**config.mk**
```make
export PLATFORM = sky130hd
export DESIGN_NAME = mem_arbiter
export DESIGN_NICKNAME = d
export VERILOG_FILES = /design/src/rtl/mem_arbiter.sv
export SDC_FILE = /design/constraint.sdc
export NUM_CORES = 1
export LEC_CHECK = 0
export BUFFER_PORTS_ARGS = -buffer_cell sky130_fd_sc_hd__buf_2
export CAP_MARGIN = 20
export CORE_ASPECT_RATIO = 0.6
export CORE_UTILIZATION = 35
export DETAILED_ROUTE_END_ITERATION = 6
export PLACE_DENSITY = 0.7
export SLEW_MARGIN = 40
export SYNTH_ARGS = -nofsm -noshare
export SYNTH_HDL_FRONTEND = slang
export SYNTH_SLANG_ARGS = --single-unit
```
**constraint.sdc**
```tcl
create_clock -name clk_50MHz -period 1.69 [get_ports clk_50MHz]
set_input_delay 0.0845 -clock clk_50MHz [delete_from_list [all_inputs] [get_ports clk_50MHz]]
set_output_delay 0.0845 -clock clk_50MHz [all_outputs]
set_load 0.02 [all_outputs]
```
**src/rtl/mem_arbiter.sv**
```systemverilog
// Two-port arbiter for a single-port synchronous memory: CPU has fixed priority,
// DMA is forced through after MAX_WAIT consecutive lost contests.
module mem_arbiter #(
    parameter int AW       = 8,
    parameter int DW       = 16,
    parameter int MAX_WAIT = 3
) (
    input  logic          clk_50MHz,
    input  logic          reset,
    input  logic          cpu_req,
    input  logic          cpu_we,
    input  logic [AW-1:0] cpu_addr,
    input  logic [DW-1:0] cpu_wdata,
    output logic          cpu_gnt,
    output logic          cpu_rvalid,
    input  logic          dma_req,
    input  logic          dma_we,
    input  logic [AW-1:0] dma_addr,
    input  logic [DW-1:0] dma_wdata,
    output logic          dma_gnt,
    output logic          dma_rvalid,
    output logic [DW-1:0] rdata,
    output logic [AW-1:0] mem_addr,
    output logic [DW-1:0] mem_data,
    output logic          mem_wren,
    input  logic [DW-1:0] mem_q
);

    typedef enum logic [1:0] {OWN_IDLE, OWN_CPU, OWN_DMA} owner_t;

    localparam logic [3:0] WAIT_LIMIT = 4'(MAX_WAIT);

    owner_t        owner_reg;
    logic          rd_pend_reg;
    logic [3:0]    wait_cnt_reg;
    logic [3:0]    wait_cnt_next;
    logic [AW-1:0] mem_addr_reg;
    logic [DW-1:0] mem_data_reg;
    logic          mem_wren_reg;
    logic [1:0]    rvalid_reg;
    logic          dma_due;

    assign dma_due = (wait_cnt_reg == WAIT_LIMIT);
    assign cpu_gnt = !reset && cpu_req && !(dma_req && dma_due);
    assign dma_gnt = !reset && dma_req && (!cpu_req || dma_due);

    // Counter only advances while the DMA is actively losing a contest.
    always_comb begin
        wait_cnt_next = wait_cnt_reg;
        if (!cpu_req && !dma_req) begin
            wait_cnt_next = wait_cnt_reg;
        end else if (!dma_req || dma_gnt) begin
            wait_cnt_next = 4'd0;
        end else begin
            wait_cnt_next = wait_cnt_reg + 4'd1;
        end
    end

    always_ff @(posedge clk_50MHz) begin
        if (reset) begin
            mem_addr_reg <= '0;
            mem_data_reg <= '0;
            mem_wren_reg <= 1'b0;
            owner_reg    <= OWN_IDLE;
            rd_pend_reg  <= 1'b0;
            wait_cnt_reg <= 4'd0;
        end else begin
            wait_cnt_reg <= wait_cnt_next;
            if (cpu_gnt) begin
                mem_addr_reg <= cpu_addr;
                mem_data_reg <= cpu_wdata;
                mem_wren_reg <= cpu_we;
                owner_reg    <= OWN_CPU;
                rd_pend_reg  <= !cpu_we;
            end else if (dma_gnt) begin
                mem_addr_reg <= dma_addr;
                mem_data_reg <= dma_wdata;
                mem_wren_reg <= dma_we;
                owner_reg    <= OWN_DMA;
                rd_pend_reg  <= !dma_we;
            end else begin
                mem_wren_reg <= 1'b0;
                owner_reg    <= OWN_IDLE;
                rd_pend_reg  <= 1'b0;
            end
        end
    end

    // Read-valid trails the address stage by one cycle, matching mem_q latency.
    generate
        for (genvar gi = 0; gi < 2; gi++) begin : g_rvalid
            localparam owner_t PORT_OWNER = (gi == 0) ? OWN_CPU : OWN_DMA;
            always_ff @(posedge clk_50MHz) begin
                if (reset) begin
                    rvalid_reg[gi] <= 1'b0;
                end else begin
                    rvalid_reg[gi] <= rd_pend_reg && (owner_reg == PORT_OWNER);
                end
            end
        end
    endgenerate

    assign cpu_rvalid = rvalid_reg[0];
    assign dma_rvalid = rvalid_reg[1];
    assign rdata      = mem_q;
    assign mem_addr   = mem_addr_reg;
    assign mem_data   = mem_data_reg;
    assign mem_wren   = mem_wren_reg;

endmodule
```
## Word-level counts from Yosys, hierarchy flattened

Cells that the tools add are included.

| word-level totals | value |
|---|---|
| input bits | 70 |
| output and inout bits | 45 |
| register bits after elaboration | 34 |
| word-level logic and storage cells | 42 |

| operators by class | value |
|---|---|
| reduce and logical (&&, ||, !) cells | 18 |
| muxes and demuxes | 11 |
| $add $sub $neg | 1 |
| equality and inequality tests | 3 |

Operators with widths:

| kind | number |
|---|---|
| 16-bit two-way mux | 2 |
| 8-bit two-way mux | 2 |
| 1-bit logical AND | 8 |
| 1-bit zero test | 6 |
| 1-bit two-way mux | 5 |
| 4-bit by 1-bit adder with 4-bit output, second input constant | 1 |
| 4-bit by 2-bit equality test with 1-bit output, second input constant | 1 |
| 4-bit two-way mux | 1 |
| 2-bit by 1-bit equality test with 1-bit output, second input constant | 1 |
| 2-bit equality test, second input constant | 1 |
| 1-bit logical OR | 2 |
| 2-bit two-way mux | 1 |
| 2-bit nonzero test | 1 |
| 2-bit OR reduction | 1 |

## Longest topological paths before layout

| depth | value |
|---|---|
| depth after elaboration | 5 |
| depth in mapped cells | 7 |
| gate-level depth less buffers | 5 |

## Worst setup path after synthesis

OpenSTA, ideal clock, no wires.

| timing path | value |
|---|---|
| path kind | register to register |
| from | register wait_cnt_reg[0] |
| to | register mem_wren_reg (netlist: mem_wren) |
| buffers on the path | 0 |
| setup time | 0.059 ns |
| stages on the path, launching flop included | 5 |
| clock period less this slack | 1.617 ns |
| arrival | 1.559 ns |
| required time | 1.631 ns |
| path slack | 0.073 ns |
| cells stage by stage | dfxtp_1 > ha_1 > or3b_1 > a21oi_1 > a31o_2 |

| between the ends | value |
|---|---|
| cells in the longest elaborated chain, start to end | 5 |
| elaborated cells between the ends (all ways) | 8 |
| those cells by class | 1 x eq/ne; 2 x mux; 5 x reduce/logical |

Ends and longest elaborated chain:

| what | RTL line | source |
|---|---|---|
| from (decl) | 35 | `logic [3:0] wait_cnt_reg;` |
| from (signal assigned) | 68 | `wait_cnt_reg <= wait_cnt_next;` |
| 4-bit by 2-bit equality test with 1-bit output | 43 | `assign dma_due = (wait_cnt_reg == WAIT_LIMIT);` |
| 1-bit logical OR | 45 | `assign dma_gnt = !reset && dma_req && (!cpu_req \|\| dma_due);` |
| 1-bit logical AND | 45 |  |
| via dma_gnt | 20 | `output logic dma_gnt,` |
| 1-bit two-way mux | 75 | `end else if (dma_gnt) begin` |
| 1-bit two-way mux | 69 | `if (cpu_gnt) begin` |
| to (signal assigned) | 72 | `mem_wren_reg <= cpu_we;` |
| to (signal assigned) | 78 | `mem_wren_reg <= dma_we;` |
| to (decl) | 39 | `logic mem_wren_reg;` |

The timed path passes the listed nets, and every way through them passes these cells.
A chain may end at the register's enable or synchronous reset.

## Worst setup path after layout

| timing path | value |
|---|---|
| from | register wait_cnt_reg[0] |
| to | output dma_gnt |

| between the ends | value |
|---|---|
| cells in the longest elaborated chain, start to end | 3 |

Ends and longest elaborated chain:

| what | RTL line |
|---|---|
| 4-bit by 2-bit equality test with 1-bit output | 43 |
| 1-bit logical OR | 45 |
| 1-bit logical AND | 45 |
| to (decl) | 20 |

Every way passes these cells.

==> run metrics <==
post-DR wirelength/cell 13.2 µm; Max Slew Vio Count 0; filler instances 422; Routed WL 4.22 mm; worst skew pair latency 0.28 ns; H-tree depth 2; first-pass iteration count of the detailed router 4; Floorplan Core Area 4260 µm²; initial core utilization 0.377; total global routing track utilization 0.171; longest individual stage delay on the worst path 0.42 ns; half-perimeter wire length after placement 2.96 mm; via count 1583; asr flop ratio synth 0; Die X-Extent 89.4 µm; GP Congestion 0.864; leakage 0.922 nW; cells along the critical path ha_2 > or3b_4 > a21oi_2 > buf_4; row cnt 18; share of the cycle needed by the critical path after routing 0.988; Min-Delay Startpoint dma_we; net count reported at finish 330; Reg clk slew, reported paths 0.07 ns; measured slew at the worst slew-check pin 0.583 ns; max capacitance violation total 0; antenna violations before repair 0; r2r worst-path depth 5; largest delay contributor family on the critical path simple AND/OR/NAND/NOR gates; Clock Skew 0.00491 ns; library cell contributing the largest single delay on the critical path sky130_fd_sc_hd__or3b_4; Setup violations, final 0; Worst setup startpoint wait_cnt_reg[0]; #FFs+latches synth 34; fraction of final layout cells sized beyond drive strength 1 0.427; # clock sinks 34; area added between synthesis and finish 29.2%; total clock buffers created by CTS 5; Pwr Total 1.95 mW; clock tree from TritonCTS yes; worst path bufs/invs 1; startpoint of the worst-slack reg-to-reg timing path wait_cnt_reg[0]; max FFs per register 16; DRC Markers 0; GR Overflow Total 0; classification of the worst-slack hold path in -> reg; slack of the worst reg-to-reg path 0.21 ns; status finished clean; IR drop worst, VDD 0.000343 V; vertical extent of the die 54.5 µm; worst r2r dst mem_wren; crit path capture type output port; root buffer cell sky130_fd_sc_hd__clkbuf_8; final worst path period need 1.67 ns; mean instance size in the synthesized netlist 8.36 µm²; Hold Worst Slack 0.0101 ns; Hold Path Stages 2; CP startpoint kind register; Port Buffers 82; area of combinational cells with multiple inputs 733 µm²; WHS Endpoint rd_pend_reg; die footprint 4870 µm²; CTS hold repair buffers 0; CP Data Arrival Time 1.59 ns; global-route wire length before repair 6.15 mm; Synth Cell Area 1610 µm²; area taken by flip-flops and latches 683 µm²; share of synthesized area occupied by flip-flops and latches 0.424; required time of the worst setup path 1.61 ns; Post-Synthesis Net Count 263; remaining antenna violation count after routing 0; clk buf depth 2; unrepaired setup endpoints after global routing yes; number of design-rule violations left by the first detailed-router iteration 84; vias in the first global route 1241; Yosys cell types 31; post-synthesis cell count 192; slew margin rel. 0.612; category of the most critical setup path reg -> out; Highest Clock Rate 599 MHz; number of enable-type register cells in the synthesized netlist 0; number of synthesis warnings 0; diodes inserted 0; Fin. Hold Viols 0; average via count per standard cell 4.95; boundary pin count 115; Synth Flop Type sky130_fd_sc_hd__dfxtp_1; power density cells 942 nW/µm²; maximum fanout along the worst path 4; largest net degree at the start of global routing 26
==> final cells by class <==
| cell class | count | area share |
|---|---|---|
| multi-input cells | 127 | 0.354 |
| well taps | 60 | 0.0362 |
| flip-flops and latches | 34 | 0.330 |
| inverters | 2 | 0.00362 |
| clock buffers | 5 | 0.0332 |
| clock inverters | 3 | 0.0193 |
| repair buffers | 89 | 0.225 |
==> cell families after synthesis <==
| family | Yosys count | share of synthesized area |
|---|---|---|
| buffers and inverters | 31 | 0.129 |
| DFF | 34 | 0.424 |
| adders and majority gates | 1 | 0.00779 |
| AOI/OAI and AO/OA | 34 | 0.158 |
| and+or+nand+nor | 92 | 0.281 |
==> metal layers <==
metal	global-route usage	routed length (µm)	share of wire
met5	0	0	0
met4	0.0450	23	0.0055
met3	0.0649	414	0.098
met2	0.238	1660	0.39
met1	0.246	2120	0.50
==> cell usage in the layout (no fill, tap or decap) <==
cell type and instances:
sky130_fd_sc_hd__o21ba_2 1, sky130_fd_sc_hd__a21oi_1 3, sky130_fd_sc_hd__nand4b_1 1, sky130_fd_sc_hd__o21ai_0 1, sky130_fd_sc_hd__inv_1 1, sky130_fd_sc_hd__nor2_1 2, sky130_fd_sc_hd__or3b_4 1, sky130_fd_sc_hd__o211ai_1 24
sky130_fd_sc_hd__and3_4 1, sky130_fd_sc_hd__a21oi_2 1, sky130_fd_sc_hd__nor3_2 1, sky130_fd_sc_hd__and3b_1 1, sky130_fd_sc_hd__a31o_2 1, sky130_fd_sc_hd__nand3_1 26, sky130_fd_sc_hd__or3b_1 1, sky130_fd_sc_hd__nand4bb_2 1
sky130_fd_sc_hd__clkinv_2 2, sky130_fd_sc_hd__buf_2 81, sky130_fd_sc_hd__nor2b_2 1, sky130_fd_sc_hd__clkbuf_8 5, sky130_fd_sc_hd__a2111oi_2 1, sky130_fd_sc_hd__buf_4 8, sky130_fd_sc_hd__nand3b_1 1, sky130_fd_sc_hd__nor4bb_1 2
sky130_fd_sc_hd__dfxtp_2 2, sky130_fd_sc_hd__nand2_4 1, sky130_fd_sc_hd__and2_1 1, sky130_fd_sc_hd__nand2_1 50, sky130_fd_sc_hd__ha_2 1, sky130_fd_sc_hd__dfxtp_1 32, sky130_fd_sc_hd__a31oi_1 1, sky130_fd_sc_hd__inv_2 1
sky130_fd_sc_hd__a32oi_1 1, sky130_fd_sc_hd__nand2b_1 1, sky130_fd_sc_hd__bufinv_16 1
==> worst reg2reg max path: cells and delay by family, from the launching register on <==
| family | cells | cell delay, ns |
|---|---|---|
| adder cells (fa/ha/maj) | 1 | 0.21 |
| flip-flops | 1 | 0.35 |
| AND/OR/NAND/NOR | 1 | 0.42 |
| buffers and inverters | 1 | 0.13 |
| AO/OA/AOI/OAI | 2 | 0.32 |
==> cell usage after synthesis (all sizes together) (2+ instances only) <==
cell    instances  area, µm²
nor4bb          2       20.0
nand2          51        199
or3b            2       17.5
dfxtp          34        681
a21oi           4       20.0
inv             2       7.50
clkbuf          2       7.51
nand3          26        130
o211ai         24        180
nor2            2       7.51
buf            27        193
==> report_power, final <==
group	internal [mW]	switching, mW
clock	0.434	0.292
sequential	0.862	0.0289
combinational	0.139	0.196
total	1.44	0.517
==> worst max-delay path by stage <==
| stage | endpoint | slack, ns | depth (start not counted) |
|---|---|---|---|
| global route | dma_gnt | -0.04 | 4 |
| CTS | dma_gnt | 0.02 | 4 |
| detailed placement | mem_data[4] | 0.15 | 6 |
| global placement | mem_data[2] | 0.22 | 6 |
| finish | dma_gnt | 0.02 | 4 |
| floorplan | mem_wren | 0.07 | 4 |
==> through the flow <==
stage | std cells | util | worst slack [ns] | area (µm²) | TNS [ns]
floorplan | 192 | - | 0.0728 | 1610 | 0
global placement | 311 | 0.455 | 0.219 | 1940 | 0
detailed placement | 311 | 0.455 | 0.153 | 1940 | 0
CTS | 319 | 0.484 | 0.0212 | 2060 | 0
global route | 320 | 0.487 | -0.0366 | 2070 | -0.0366
finish | 320 | 0.487 | 0.0203 | 2070 | 0
==> timing repair <==
action	4_1_cts	5_1_grt
pin swaps	0	2
buffers inserted	0	1
gates resized for setup	5	2
gates cloned	0	0
setup endpoints to repair	1	2
Note: power is estimated with default switching activity, not from simulation.
